$ cat src/rtl/nv_nvdla_pdp_info_fifo_flopram.sv
// nv_nvdla_pdp_info_fifo_flopram
// Flop-array FIFO carrying PDP per-cube info words (cal1d kernel/line tags)
// from the cal1d front-end to the cal1d datapath. Storage is plain flops;
// pwrbus_ram_pd exists only for interface compatibility.
// Optional feature: define NV_NVDLA_PDP_INFO_FIFO_BYPASS_EN to let a word
// flow straight from wr_pd to rd_pd while the FIFO is empty.
module nv_nvdla_pdp_info_fifo_flopram #(
  parameter int WIDTH = 12,
  parameter int DEPTH = 8,
  parameter int CNT_W = $clog2(DEPTH + 1)
) (
  input  logic             nvdla_core_clk,
  input  logic             nvdla_core_rst,
  input  logic [31:0]      pwrbus_ram_pd,
  input  logic             wr_pvld,
  output logic             wr_prdy,
  input  logic [WIDTH-1:0] wr_pd,
  output logic             rd_pvld,
  input  logic             rd_prdy,
  output logic [WIDTH-1:0] rd_pd,
  output logic [CNT_W-1:0] wr_count
);

  localparam int PTR_W = $clog2(DEPTH);
  localparam logic [PTR_W-1:0] LAST_PTR = PTR_W'(DEPTH - 1);
  localparam logic [CNT_W-1:0] FULL_CNT = CNT_W'(DEPTH);

  logic [WIDTH-1:0] ram [DEPTH];
  logic [PTR_W-1:0] wr_ptr;
  logic [PTR_W-1:0] rd_ptr;
  logic [CNT_W-1:0] count;
  logic             fifo_empty;
  logic             fifo_full;
  logic             push;
  logic             pop;
  logic             bypass_take;
  logic             unused_pwrbus;

  // Pointers wrap explicitly at DEPTH-1 so non-power-of-two depths work
  function automatic logic [PTR_W-1:0] next_ptr(input logic [PTR_W-1:0] ptr);
    return (ptr == LAST_PTR) ? '0 : ptr + 1'b1;
  endfunction

  // The power bus has no functional effect on a flop-based array
  assign unused_pwrbus = ^pwrbus_ram_pd;

  // Flags come only from the registered count, so rd_prdy never reaches wr_prdy
  assign fifo_empty = (count == '0);
  assign fifo_full  = (count == FULL_CNT);
  assign wr_prdy    = ~fifo_full;
  assign wr_count   = count;

  // A stored word is popped only when one is actually held; rd_prdy is
  // ignored while empty
  assign pop = ~fifo_empty & rd_prdy;

`ifdef NV_NVDLA_PDP_INFO_FIFO_BYPASS_EN
  // Empty FIFO presents the incoming word directly; if it is taken in the
  // same cycle it never touches storage
  assign bypass_take = fifo_empty & wr_pvld & rd_prdy;
  assign rd_pvld     = ~fifo_empty | wr_pvld;
  assign rd_pd       = fifo_empty ? wr_pd : ram[rd_ptr];
`else
  assign bypass_take = 1'b0;
  assign rd_pvld     = ~fifo_empty;
  assign rd_pd       = ram[rd_ptr];
`endif

  // Full blocks writes even when a pop happens in the same cycle
  assign push = wr_pvld & ~fifo_full & ~bypass_take;

  // Storage write; the array is intentionally not reset
  always_ff @(posedge nvdla_core_clk) begin
    if (push) begin
      ram[wr_ptr] <= wr_pd;
    end
  end

  // Pointer and occupancy update; reset discards all contents at once
  always_ff @(posedge nvdla_core_clk or posedge nvdla_core_rst) begin
    if (nvdla_core_rst) begin
      wr_ptr <= '0;
      rd_ptr <= '0;
      count  <= '0;
    end else begin
      if (push) begin
        wr_ptr <= next_ptr(wr_ptr);
      end
      if (pop) begin
        rd_ptr <= next_ptr(rd_ptr);
      end
      if (push && !pop) begin
        count <= count + 1'b1;
      end else if (pop && !push) begin
        count <= count - 1'b1;
      end
    end
  end

endmodule
$ cat config.mk
export PLATFORM = sky130hd
export DESIGN_NAME = nv_nvdla_pdp_info_fifo_flopram
export DESIGN_NICKNAME = d
export VERILOG_FILES = /design/src/rtl/nv_nvdla_pdp_info_fifo_flopram.sv
export SDC_FILE = /design/constraint.sdc
export NUM_CORES = 1
export LEC_CHECK = 0
export BUFFER_PORTS_ARGS = -buffer_cell sky130_fd_sc_hd__buf_2
export CORE_ASPECT_RATIO = 0.75
export CORE_MARGIN = 2
export CORE_UTILIZATION = 45
export CTS_BUF_LIST = sky130_fd_sc_hd__clkbuf_8
export DETAILED_ROUTE_END_ITERATION = 7
export GPL_TIMING_DRIVEN = 0
export HOLD_SLACK_MARGIN = 0.12
export PLACE_DENSITY_LB_ADDON = 0.1
export SLEW_MARGIN = 5
export SYNTH_ARGS = -nofsm -noshare
export SYNTH_HDL_FRONTEND = slang
export SYNTH_SLANG_ARGS = --single-unit
$ cat constraint.sdc
create_clock -name nvdla_core_clk -period 3.6 [get_ports nvdla_core_clk]
set_input_delay 0.36 -clock nvdla_core_clk [delete_from_list [all_inputs] [get_ports nvdla_core_clk]]
set_output_delay 0.36 -clock nvdla_core_clk [all_outputs]
set_load 0.1 [all_outputs]
==> flow_summary.yaml, run 1 <==
outcome:
  outcome: "completed"
setup_path:
  crit_fanout: 8
  r2r-start: "wr_count[0]"
  r2r_cells: 9
  cp.required_ps: 3840
  start_kind: "flop"
  end_kind: "flop"
  reg2reg_to: "wr_count[3]"
  path_class: "reg -> reg"
  r2r_slack_ps: 690
  crit_arrival_ps: 3150
grt:
  grt_max_degree: 18
  overflow: 0
  antenna_found_initial: 0
  grt_usage_pct: 16.5
  grt_pass1_vias: 1992
  grt_pass1_wl_mm: 12.0
clock_tree:
  cts_sinks: 106
  clockRootBuffer: "clkbuf_8"
  post_cts_resized: 0
  cts_buffers: 9
  cts.path.max_buffers: 2
  cts_setup_buffers: 0
  cts_tree: "built"
  postCtsHoldBufs: 1
  htreeDepth: 3
  clkSlewWorstSetupHoldPaths_ps: 100
  clk_latency_ps: 370
floorplan:
  die-area_mm2: 0.0105
  die_h_um: 89.2
  die_x_um: 118
  core_area_mm2: 0.00954
  io-pin-count: 66
  initial_core_util_pct: 45.6
  num_rows: 31
placement:
  hpwl_mm: 5.19
  gp_congestion: 0.711
  portBuffers: 33
  detailedPlace.worstSlack_ps: 711
timing:
  finClkSkew_ps: 9.02
  relSlewSlack_pct: 42.7
  hold_viol: 0
  fmax_mhz: 344
  worst_pin_slew_ps: 859
  slew_violations: 0
  final.min_clock_period_ps: 2910
  setup_violations: 0
  finalCritPeriodShare_pct: 80.8
  fin_ws_ps: 691
  rsz0062_at_grt: "no"
job:
  drv_cap: 0
yosys:
  synth_area_mm2: 0.00435
  ys_types: 29
  syn_nets: 258
  netlist_instances: 202
  synth_area_per_cell_um2: 21.5
  synth_seq_area_share_pct: 72.0
  yosysWarnings: 0
  synth_seq_cells: 106
finish:
  antenna_cells: 0
  layout_commonest_cell: "edfxtp_1"
  final_cell_mix: "96 x edfxtp_1, 34 x buf_2, 22 x mux4_1"
  fin_nets: 309
  area_delta_synth_final_pct: 14.4
  drive_gt1_share_pct: 34.9
routing:
  routedWlPerCell_um: 20.4
  viasPerCell: 5.27
  drt_iter0_markers: 108
  num_vias: 2057
  antenna_left: 0
  dr.pass1.iters: 4
  route.detailed.drc: 0
  routed_wl_mm: 7.97
min_path:
  min_path_cells: 1
  min_from: "wr_pd[7]"
  min_path_type: "in -> reg"
  hold_end: "ram[5][7]"
## registers in the layout (all words and copies together), names as in the netlist
signal	count
ram	96
wr_count	4
rd_ptr	3
wr_ptr	3
## per-stage QoR
step | setup TNS, ps | utilization [%] | instance area [um2] | hold WS (ps) | instances
CTS | 0 | 52.2 | 4980 | 226 | 390
global placement | -2500 | 49.1 | 4690 | 367 | 367
floorplan | 0 | - | 4360 | 200 | 202
global route | 0 | 52.2 | 4980 | 233 | 390
finish | 0 | 52.2 | 4980 | 246 | 390
detailed placement | 0 | 50.1 | 4780 | 370 | 373
## worst max-delay path: stages, from the launching register on
cell      delay (ps)
dfrtp_1          470
or4b_4           570
nand2_2          220
inv_1             70
ha_1             270
inv_1            150
ha_1             310
or4_1            520
nand3_1           90
o221ai_1         120
## cell type report
cell class	instances	area, um2
clock buffers	9	124
inverters	3	11.3
flip-flops and latches	106	3130
well taps	132	165
clock inverters	7	70.1
fillers	799	4560
plain buffers	8	53.8
repair buffers	40	231
multi-input cells	85	1190
## cell families after synthesis
logic type	synth area share, %
buffers and inverters	1.49
AO/OA/AOI/OAI	0.805
XOR/XNOR	0.402
flip-flops	72.0
AND/OR/NAND/NOR	3.39
adder cells (fa/ha/maj)	2.47
multiplexers	19.5
## routing by layer
metal  vias to the layer above  GRT usage (%)  share of wire (%)
met5                         -              0                  0
met4                         0           5.59               0.79
met3                         7           4.40                4.3
met2                        45           25.9                 48
met1                      1047           22.8                 47
li1                        958              -                  -
## synth_stat cells
library cell	instances	area [um2]
edfxtp_1	96	2880
mux4_1	22	578
mux2_2	19	214
dfrtp_1	10	250
ha_1	7	87.6
nor2_1	5	18.8
clkbuf_1	4	15.0
nor3_1	4	20.0
buf_6	3	33.8
inv_1	3	11.3
nand2_1	3	11.3
or3_1	3	18.8
mux4_2	2	45.0
nand2b_1	2	12.5
nand3_1	2	10.0
nand3b_1	2	15.0
or4_1	2	15.0
xnor2_1	2	17.5
a211o_1	1	8.76
a21o_1	1	7.51
a21oi_1	1	5.00
buf_2	1	5.00
fa_1	1	20.0
mux2i_1	1	10.0
nand2_2	1	6.26
nor4_1	1	6.26
o21ai_0	1	5.00
o221ai_1	1	8.76
or4b_4	1	13.8
## worst max path at each step
stage / start / to / slack [ps]
global route: wr_count[0] / wr_count[3] / 540
floorplan: wr_count[3] / wr_count[3] / 170
detailed placement: wr_count[0] / wr_count[3] / 710
global placement: wr_count[3] / ram[0][0] / -210
CTS: rd_ptr[1] / rd_pd[6] / 640
finish: wr_count[0] / wr_count[3] / 690
Power of run 1 is not shown: default switching activity piles up to over one toggle a cycle in this logic, so the estimate is an artifact.
==> inputs of run 2 (changes only) <==
==> constraint.sdc (replaced) <==
create_clock -name nvdla_core_clk -period 2.8 [get_ports nvdla_core_clk]
set_input_delay 0.28 -clock nvdla_core_clk [delete_from_list [all_inputs] [get_ports nvdla_core_clk]]
set_output_delay 0.28 -clock nvdla_core_clk [all_outputs]
set_load 0.1 [all_outputs]
==> run 2 against run 1 <==
Against the previous run: critical path depth did not move; worst hold slack got worse by 70 ps; sequential share of layout area fell by 1.2 points; core utilization rose by 1.2 points; cell count did not move; routed wire length rose by 3.1%; clock skew rose by 6.8 ps; clock-buffer cell count did not move; sequential cell count did not move.
==> flow_summary.yaml, run 2 (synthesized netlist as in run 1, its figures left out) <==
timing:
  slew_violations: 0
  rsz0062_at_grt: "no"
  finClkSkew_ps: 15.9
  fin_ws_ps: 111
  worst_pin_slew_ps: 890
  final.min_clock_period_ps: 2690
  hold_slack_ps: 177
  fmax_mhz: 372
  relSlewSlack_pct: 40.3
  hold_viol: 0
  finalCritPeriodShare_pct: 96.0
  setup_violations: 0
finish:
  final_core_util_pct: 53.4
  top_register: "ram"
  largest_register_ffs: 96
  fin_nets: 310
  antenna_cells: 0
  final_area_mm2: 0.00510
  layout_commonest_cell: "edfxtp_1"
  drive_gt1_share_pct: 38.8
  final_cell_mix: "96 x edfxtp_1, 34 x buf_2, 22 x mux4_1"
  area_delta_synth_final_pct: 17.1
setup_path:
  r2r-start: "wr_count[2]"
  crit_buf_inv: 2
  crit_fanout: 8
  start_kind: "flop"
  reg2reg_to: "wr_count[3]"
  critPathMaxStageDelay_ps: 600
  crit_arrival_ps: 2920
  r2r_cells: 9
  cp_cell_sequence: "or4b_4 > nand2_8 > inv_2 > ha_4 > inv_2 > ha_4 > or4_1 > nand3_1 > o221ai_1"
  end_kind: "flop"
  path_class: "reg -> reg"
  critical_path.top_delay_family: "simple AND/OR/NAND/NOR gates"
  cp.required_ps: 3030
  crit_slowest_cell: "or4b_4"
  r2r_slack_ps: 110
grt:
  overflow: 0
  grt_max_degree: 17
  grt_pass1_vias: 2065
  antenna_found_initial: 0
  grt_usage_pct: 16.7
  grt_pass1_wl_mm: 12.2
floorplan:
  num_rows: 31
  die_x_um: 118
  die_h_um: 89.2
  die-area_mm2: 0.0105
  initial_core_util_pct: 45.6
  core_area_mm2: 0.00954
  io-pin-count: 66
clock_tree:
  clkSlewWorstSetupHoldPaths_ps: 100
  cts_sinks: 106
  clk_latency_ps: 370
  htreeDepth: 3
  clockRootBuffer: "clkbuf_8"
  cts_tree: "built"
  cts_buffers: 9
  cts.path.max_buffers: 2
placement:
  hpwl_mm: 5.14
  portBuffers: 33
  detailedPlace.worstSlack_ps: 82.5
  dpl_cell_area_mm2: 0.00487
  gp_congestion: 0.666
routing:
  route.detailed.drc: 0
  routed_wl_mm: 8.22
  dr.pass1.iters: 4
  num_vias: 2106
  routedWlPerCell_um: 21.1
  antenna_left: 0
  viasPerCell: 5.40
  drt_iter0_markers: 181
outcome:
  outcome: "completed"
min_path:
  hold_end: "ram[4][6]"
  min_from: "wr_pd[6]"
  min_path_type: "in -> reg"
  min_path_cells: 1
job:
  drv_cap: 0
[run 2: timing repair]
action,CTS,global route
pin swaps,0,0
buffers inserted,0,0
endpoints found under the setup margin,12,1
hold endpoints to repair,10,0
gates resized for setup,2,1
hold buffers,1,0
[run 2: worst register-to-register path: stages (launching register included)]
cell and delay, ps:
dfrtp_4 520, or4b_4 600, nand2_8 130, inv_2 60
ha_4 170, inv_2 110, ha_4 230, or4_1 510
nand3_1 100, o221ai_1 120
[run 2: final cells by class]
| class | count | area (um2) |
|---|---|---|
| Inverter | 3 | 11.3 |
| Multi-Input combinational cell | 85 | 1250 |
| Fill cell | 769 | 4450 |
| Sequential cell | 106 | 3150 |
| Clock inverter | 6 | 81.3 |
| Buffer | 8 | 56.3 |
| Tap cell | 132 | 165 |
| Timing Repair Buffer | 41 | 265 |
| Clock buffer | 9 | 124 |
[run 2: metal layers]
layer  global-route usage (%)  share of wire [%]  up-vias
met3                     4.97                3.1       10
li1                         -                  -      953
met5                        0                  0        -
met1                     24.1                 51     1103
met4                     4.93               0.97        0
met2                     25.2                 45       40
[run 2: how the worst max path moves through the flow]
stage | startpoint | to | slack (ps) | depth (start not counted)
after floorplan | wr_count[2] | wr_count[3] | -110 | 9
after global placement | wr_count[3] | ram[4][9] | -410 | 3
after detailed placement | wr_count[2] | wr_count[3] | 80 | 9
after CTS | wr_count[2] | wr_count[3] | 80 | 9
after global routing | wr_count[2] | wr_count[3] | 10 | 9
final | wr_count[2] | wr_count[3] | 110 | 9
[run 2: stage by stage]
stage	TNS [ps]	instances
after floorplan	-106	202
after global placement	-15290	367
after detailed placement	0	374
after CTS	0	390
after global routing	0	390
final	0	390
Power of run 2 is left out for the same reason.
==> inputs of run 3 (changes only) <==
--- a/config.mk
+++ b/config.mk
@@ -13,7 +13,7 @@
 export DETAILED_ROUTE_END_ITERATION = 7
 export GPL_TIMING_DRIVEN = 0
 export HOLD_SLACK_MARGIN = 0.12
-export PLACE_DENSITY_LB_ADDON = 0.1
+export PLACE_DENSITY = 0.61
 export SLEW_MARGIN = 5
 export SYNTH_ARGS = -nofsm -noshare
 export SYNTH_HDL_FRONTEND = slang
==> run 3 against run 2 <==
Against the previous run: critical path depth stayed put; worst setup slack is essentially flat; clock skew decreased by 6.2 ps; non-clock buffer count fell by 2; clock-buffer cell count is the same; critical endpoint unchanged; final area decreased by 1.2%; routed wire length shrank 5.8%; highest routed layer unchanged.
==> flow_summary.yaml, run 3 (synthesized netlist as in run 1, its figures left out) <==
job:
  drv_cap: 0
clock_tree:
  htreeDepth: 3
  cts.path.max_buffers: 2
  clk_latency_ps: 360
  cts_sinks: 106
  cts_setup_buffers: 0
  clockRootBuffer: "clkbuf_8"
  clkSlewWorstSetupHoldPaths_ps: 90
  cts_buffers: 9
  cts_tree: "built"
finish:
  fillers: 777
  largest_register_ffs: 96
  register_area_mm2: 0.00315
  area_delta_synth_final_pct: 15.7
  drive_gt1_share_pct: 38.1
  final_cell_mix: "96 x edfxtp_1, 34 x buf_2, 22 x mux4_1"
  layout_commonest_cell: "edfxtp_1"
  multi_input_area_mm2: 0.00124
  antenna_cells: 0
  top_register: "ram"
  fin_nets: 308
  final_area_mm2: 0.00504
setup_path:
  end_kind: "flop"
  start_kind: "flop"
  path_class: "reg -> reg"
  cp.required_ps: 3040
  crit_arrival_ps: 2930
  crit_fanout: 8
grt:
  grt_pass1_vias: 2046
  overflow: 0
  grt_pass1_wl_mm: 12.0
  antenna_found_initial: 0
  grt_max_degree: 17
  grt_usage_pct: 16.2
timing:
  relSlewSlack_pct: 43.5
  hold_slack_ps: 178
  finalCritPeriodShare_pct: 96.0
  worst_pin_slew_ps: 846
  rsz0062_at_grt: "no"
  final.min_clock_period_ps: 2690
  fmax_mhz: 372
  slew_violations: 0
  setup_violations: 0
  hold_viol: 0
  fin_ws_ps: 111
  finClkSkew_ps: 9.62
routing:
  antenna_left: 0
  dr.pass1.iters: 4
  num_vias: 2060
  drt_iter0_markers: 94
  viasPerCell: 5.30
  route.detailed.drc: 0
  routed_wl_mm: 7.74
  routedWlPerCell_um: 19.9
placement:
  portBuffers: 33
  hpwl_mm: 5.05
  dpl_cell_area_mm2: 0.00483
  detailedPlace.worstSlack_ps: 113
  gp_congestion: 0.678
floorplan:
  num_rows: 31
  initial_core_util_pct: 45.6
  io-pin-count: 66
  die-area_mm2: 0.0105
  die_x_um: 118
  core_area_mm2: 0.00954
  die_h_um: 89.2
outcome:
  outcome: "completed"
min_path:
  min_path_type: "in -> reg"
## run 3: routing by layer
metal | vias up | GRT usage (%) | share of wire, %
li1 | 950 | - | -
met1 | 1064 | 22.6 | 49
met2 | 40 | 25.0 | 45
met3 | 6 | 5.17 | 4.3
met4 | 0 | 4.60 | 1.2
met5 | - | 0 | 0
## run 3: final timing paths
| path | from | to | slack (ps) | depth (start not counted) |
|---|---|---|---|---|
| max in group asynchronous | nvdla_core_rst | wr_count[3] | 2060 | 3 |
| setup / recovery | wr_count[2] | wr_count[3] | 110 | 9 |
| hold reg to reg | wr_count[0] | wr_count[0] | 550 | 1 |
| hold / removal | wr_pd[7] | ram[6][7] | 180 | 1 |
| setup reg to reg | wr_count[2] | wr_count[3] | 110 | 9 |
| min in group asynchronous | nvdla_core_rst | wr_ptr[2] | 430 | 3 |
## run 3: layout make-up
cell class / instances / share of cell area [%]
clock inverters: 7 / 1.27
repair buffers: 39 / 4.60
flip-flops and latches: 106 / 62.5
clock buffers: 9 / 2.46
inverters: 3 / 0.224
multi-input cells: 85 / 24.6
plain buffers: 8 / 1.12
well taps: 132 / 3.28
## run 3: timing repair
item,CTS,global route
hold buffers,1,0
gates resized for setup,2,0
endpoints found under the setup margin,4,0
hold endpoints to repair,10,0
## run 3: worst max-delay path: stages (launching register included)
cell and delay [ps]:
dfrtp_4 520, or4b_4 580, nand2_4 170, inv_2 70
ha_4 170, inv_2 110, ha_4 230, or4_1 500
nand3_1 100, o221ai_1 110
## run 3: through the flow
stage	TNS [ps]	cells	util (%)
finish	0	389	52.8
global route	0	389	52.8
CTS	0	389	52.7
detailed placement	0	372	50.6
global placement	-11940	367	49.7
floorplan	-106	202	-
Power of run 3 is left out for the same reason.
